**src/rtl/param_data_memory_pkg.sv**
```systemverilog
// param_data_memory_pkg: shared FSM encoding and default sizing for param_data_memory.
package param_data_memory_pkg;
  localparam logic [0:0] ST_CLEAR = 1'b0;
  localparam logic [0:0] ST_IDLE = 1'b1;
  localparam int DEF_DATA_W = 8;
  localparam int DEF_ADDR_W = 8;
endpackage

```
**src/rtl/param_data_memory_mem_array.sv**
```systemverilog
// mem_array: single-write-port storage, synchronous write, combinational read, no reset.
module mem_array #(
  parameter int DATA_W = 8,
  parameter int ADDR_W = 8
) (
  input  logic              clk,
  input  logic              we,
  input  logic [ADDR_W-1:0] waddr,
  input  logic [DATA_W-1:0] wdata,
  input  logic [ADDR_W-1:0] raddr,
  output logic [DATA_W-1:0] rdata
);
  logic [DATA_W-1:0] mem [2**ADDR_W];
  always_ff @(posedge clk)
    if (we) mem[waddr] <= wdata;
  assign rdata = mem[raddr];
endmodule

```
**src/rtl/param_data_memory.sv**
```systemverilog
// param_data_memory: word memory with power-on/on-demand clear sweep and 1-cycle registered reads.
module param_data_memory
  import param_data_memory_pkg::*;
#(
  parameter int               DATA_W   = DEF_DATA_W,
  parameter int               ADDR_W   = DEF_ADDR_W,
  parameter logic [DATA_W-1:0] INIT_VAL = '0
) (
  input  logic              clk,
  input  logic              rst_n,
  input  logic              req,
  input  logic              we,
  input  logic [ADDR_W-1:0] addr,
  input  logic [DATA_W-1:0] wdata,
  input  logic              clr,
  output logic              ready,
  output logic              busy,
  output logic              rvalid,
  output logic [DATA_W-1:0] rdata
);
  logic [0:0]        state;
  logic [ADDR_W-1:0] cnt;
  logic [DATA_W-1:0] mem_q;
  logic              rd_go;
  logic              wr_go;
  assign busy  = state == ST_CLEAR;
  assign ready = state == ST_IDLE;
  // clr wins over a same-cycle request
  assign rd_go = ready & req & ~we & ~clr;
  assign wr_go = ready & req & we & ~clr;
  mem_array #(.DATA_W(DATA_W), .ADDR_W(ADDR_W)) u_mem (
    .clk   (clk),
    .we    (busy | wr_go),
    .waddr (busy ? cnt : addr),
    .wdata (busy ? INIT_VAL : wdata),
    .raddr (addr),
    .rdata (mem_q)
  );
  always_ff @(posedge clk or negedge rst_n)
    if (!rst_n) begin
      state  <= ST_CLEAR;
      cnt    <= '0;
      rvalid <= 1'b0;
      rdata  <= '0;
    end else begin
      rvalid <= rd_go;
      if (rd_go) rdata <= mem_q;
      if (busy) begin
        cnt <= cnt + 1'b1;
        if (cnt == {ADDR_W{1'b1}}) state <= ST_IDLE;
      end else if (clr) begin
        state <= ST_CLEAR;
        cnt   <= '0;
      end
    end
endmodule

```
**config.mk**
```make
export PLATFORM = sky130hd
export DESIGN_NAME = param_data_memory
export DESIGN_NICKNAME = d
export VERILOG_FILES = /design/src/rtl/param_data_memory_pkg.sv /design/src/rtl/param_data_memory_mem_array.sv /design/src/rtl/param_data_memory.sv
export SDC_FILE = /design/constraint.sdc
export NUM_CORES = 2
export LEC_CHECK = 0
export ABC_AREA = 1
export CAP_MARGIN = 20
export CELL_PAD_IN_SITES_DETAIL_PLACEMENT = 1
export CELL_PAD_IN_SITES_GLOBAL_PLACEMENT = 2
export CORE_MARGIN = 3
export CORE_UTILIZATION = 41
export CTS_BUF_LIST = sky130_fd_sc_hd__clkbuf_4 sky130_fd_sc_hd__clkbuf_8
export DETAILED_ROUTE_END_ITERATION = 6
export PLACE_DENSITY_LB_ADDON = 0.1
export SLEW_MARGIN = 20
export SYNTH_ARGS = -nofsm -noshare
export SYNTH_HDL_FRONTEND = slang
export SYNTH_SLANG_ARGS = --single-unit
```
**constraint.sdc**
```tcl
create_clock -name clk -period 5.4 [get_ports clk]
set_input_delay 0.81 -clock clk [delete_from_list [all_inputs] [get_ports clk]]
set_output_delay 0.81 -clock clk [all_outputs]
set_load 0.02 [all_outputs]
```
==> run metrics <==
synth unique cells=25; Reg clk slew, reported paths=0.06 ns; R2R cell count=8; final critical-path required period=approximately 4.0 ns; Yosys reg bits=2066; Post-Syn Instances=7101; post-synth top area share=73.2%; crit share post-route=between 70 and 80%; clk_lat worst skew=1.06 ns; # IOs=32; max_slew headroom=27.9%; vias in the first global route=57600; Post-CTS Setup Inserts=0; Max-Cap Viols=0; kind of critical path=reg2reg; Rows=165; Via Count=roughly 56000; Sw Ratio=between 20% and 30%; Final Slew Violations=0; cell area after synthesis=between 0.08 and 0.09 mm^2; Sw Pwr=between 9 and 10 mW; internal power=approximately 26 mW; synth warn=0; sequential-to-total area share from yosys stat=approximately 74%; GR Util All Layers=about 26%; Layout fillers=between 20000 and 25000; CTS tree=yes; Levels on crit path=8; first drt pass iteration count=5; most common library cells after synthesis=nand2_1, edfxtp_1, nand3_1; Hold Buf Count CTS=0; Fmax=250 MHz; combinational power share=9.4%; leading area contributor after synthesis=edfxtp_1; WL final=approximately 270000 um; Buf/Inv on CP=3; crit end category=flop; largest net degree at the start of global routing=203; Pleak=33.0 nW; die area=0.211 mm^2; startpoint class of the critical path=flop; setup_tns=0 ns; Area Growth Syn to Fin=11.3%; RSZ-0062 raised after global routing=false; CTS root buf=clkbuf_8; status=finished clean; number of antenna violations at the first check in global routing=12; clock skew=between 0.05 and 0.06 ns; CP top delay family=simple AND/OR/NAND/NOR gates; Main synth FF type=edfxtp_1; Post-synth EDFFs=2048; Initial Util=41.4%; critical path arrival=4.68 ns; Mapped Nets=7123; vias per cell=5.56; Die Ht=about 460 um; grt total ovfl=0; Reg power frac=between 50% and 60%; clock sinks=around 2100; CP peak stage delay=0.88 ns; hold violation count in the final report=0; final hold slack=0.105 ns; Critical Path RT=6.08 ns; Worst Tran Pin Value=between 1 and 1.5 ns; Cell Chain, Critical Path=inv_2 -> nand2_1 -> inv_1 -> a21oi_2 -> inv_1 -> nor2_1 -> nand2_1 -> nor2_1; H-tree depth=5; slowest stage cell, crit path=nor2_1; GPL Wtd Cong=0.848; Die Wd=459 um; Final Setup Violations=0; Iter 0 DRT Violations=5388; most frequent cell after synthesis=nand2_1; Synth area leaders=edfxtp_1, nand3_1, nand2_1, buf_2, nor2_1; drt drc=0; Inserted Clock Buffers=365; Async SR Flop Fraction=0.871%; Core ar.=0.203 mm^2; Mapped Avg Cell Area=around 12 um^2; Critical Path Fanout Max=16; Hold Crit Class=in2async; VDD IR max=0.202 mV; # resized after CTS=0; IO buf count=31; proportion of layout cells with a drive suffix above 1=approximately 9.6%; first-pass GRT wire length=396000 um; share of power burned in the clock network=39.3%; HPWL Detailed=156000 um; P per Cell Area=373 mW/mm^2; Final #Nets=roughly 7000; Routed wire per std cell=27.1 um; Max clock buf depth=4; Routed Antenna Nets=0
-- registers in the layout, indices dropped and copies added (netlist names) --
signal     count
cnt            8
rdata          8
ready          1
rvalid         1
u_mem.mem   2048
-- power groups by stage --
stage	clock [mW]	combinational, mW	sequential, mW
floorplan	0	1.71	18.2
global route	14.8	3.50	17.9
CTS	14.1	3.30	17.9
finish	13.7	3.28	17.9
detailed placement	0	3.30	18.3
global placement	0	3.26	18.2
-- per-stage QoR --
stage               instance area, um^2  instances  util, %  setup slack, ns  power (mW)
floorplan                         84100       7101        -            0.736        19.9
global placement                  86800       9441     42.8            0.620        21.5
detailed placement                86800       9441     42.8            0.599        21.5
CTS                               93600      10100     46.1             1.40        35.3
global route                      93600      10100     46.1             1.26        36.2
finish                            93600      10100     46.1             1.40        34.9
-- final timing paths --
kind                                         end   start  slack [ns]
worst max-delay path            u_mem.mem[33][1]   ready        1.40
max in group asynchronous               rdata[5]   rst_n        5.01
worst min register to register            cnt[2]  cnt[2]        0.55
min in group clk                          rvalid     req        0.53
worst min-delay path                      rvalid   rst_n        0.10
worst max register to register  u_mem.mem[33][1]   ready        1.40
-- cell families after synthesis --
group	share of synthesized area, %
simple gates	23.0
compound gates	0.131
fa+ha+maj	0.0149
flops	73.7
mux	0.0119
buf+inv	3.17
-- layout by cell type, fill, tap and decap left out, types with 3 or more instances in the layout --
cell             count
dfrtp_1             18
nand3_1           2042
nand2_1           2109
clkbuf_4           113
o21ai_0              9
inv_2                7
buf_4               87
buf_8                3
nand2_2             16
clkinv_2            38
bufinv_16            4
clkinv_1            81
nor2_1             290
inv_8               10
diode_2              6
buf_12              36
clkdlybuf4s50_1     25
clkbuf_8           382
o21ai_1              3
nor2_2               5
edfxtp_1          2048
inv_1               46
-- layout make-up --
class                      count  area [um^2]  area share (%)
antenna                        6         15.0          0.0160
clock buffer                 495         6110            6.52
clock inverter               125          639           0.683
inverter                      67          345           0.369
multi-input combinational   4483        19500            20.8
sequential                  2066        61900            66.2
tap                         2672         3340            3.57
timing repair buffer         153         1690            1.80
-- layer usage --
| metal | global-route usage, % | vias up | wire [um] |
|---|---|---|---|
| li1 | - | 25300 | - |
| met4 | 7.15 | 2 | 6770 |
| met5 | 0 | - | 13 |
| met1 | 36.5 | 28800 | 123000 |
| met3 | 3.67 | 378 | 13700 |
| met2 | 41.3 | 1489 | 129000 |
Note: power is estimated with default switching activity, not from simulation.
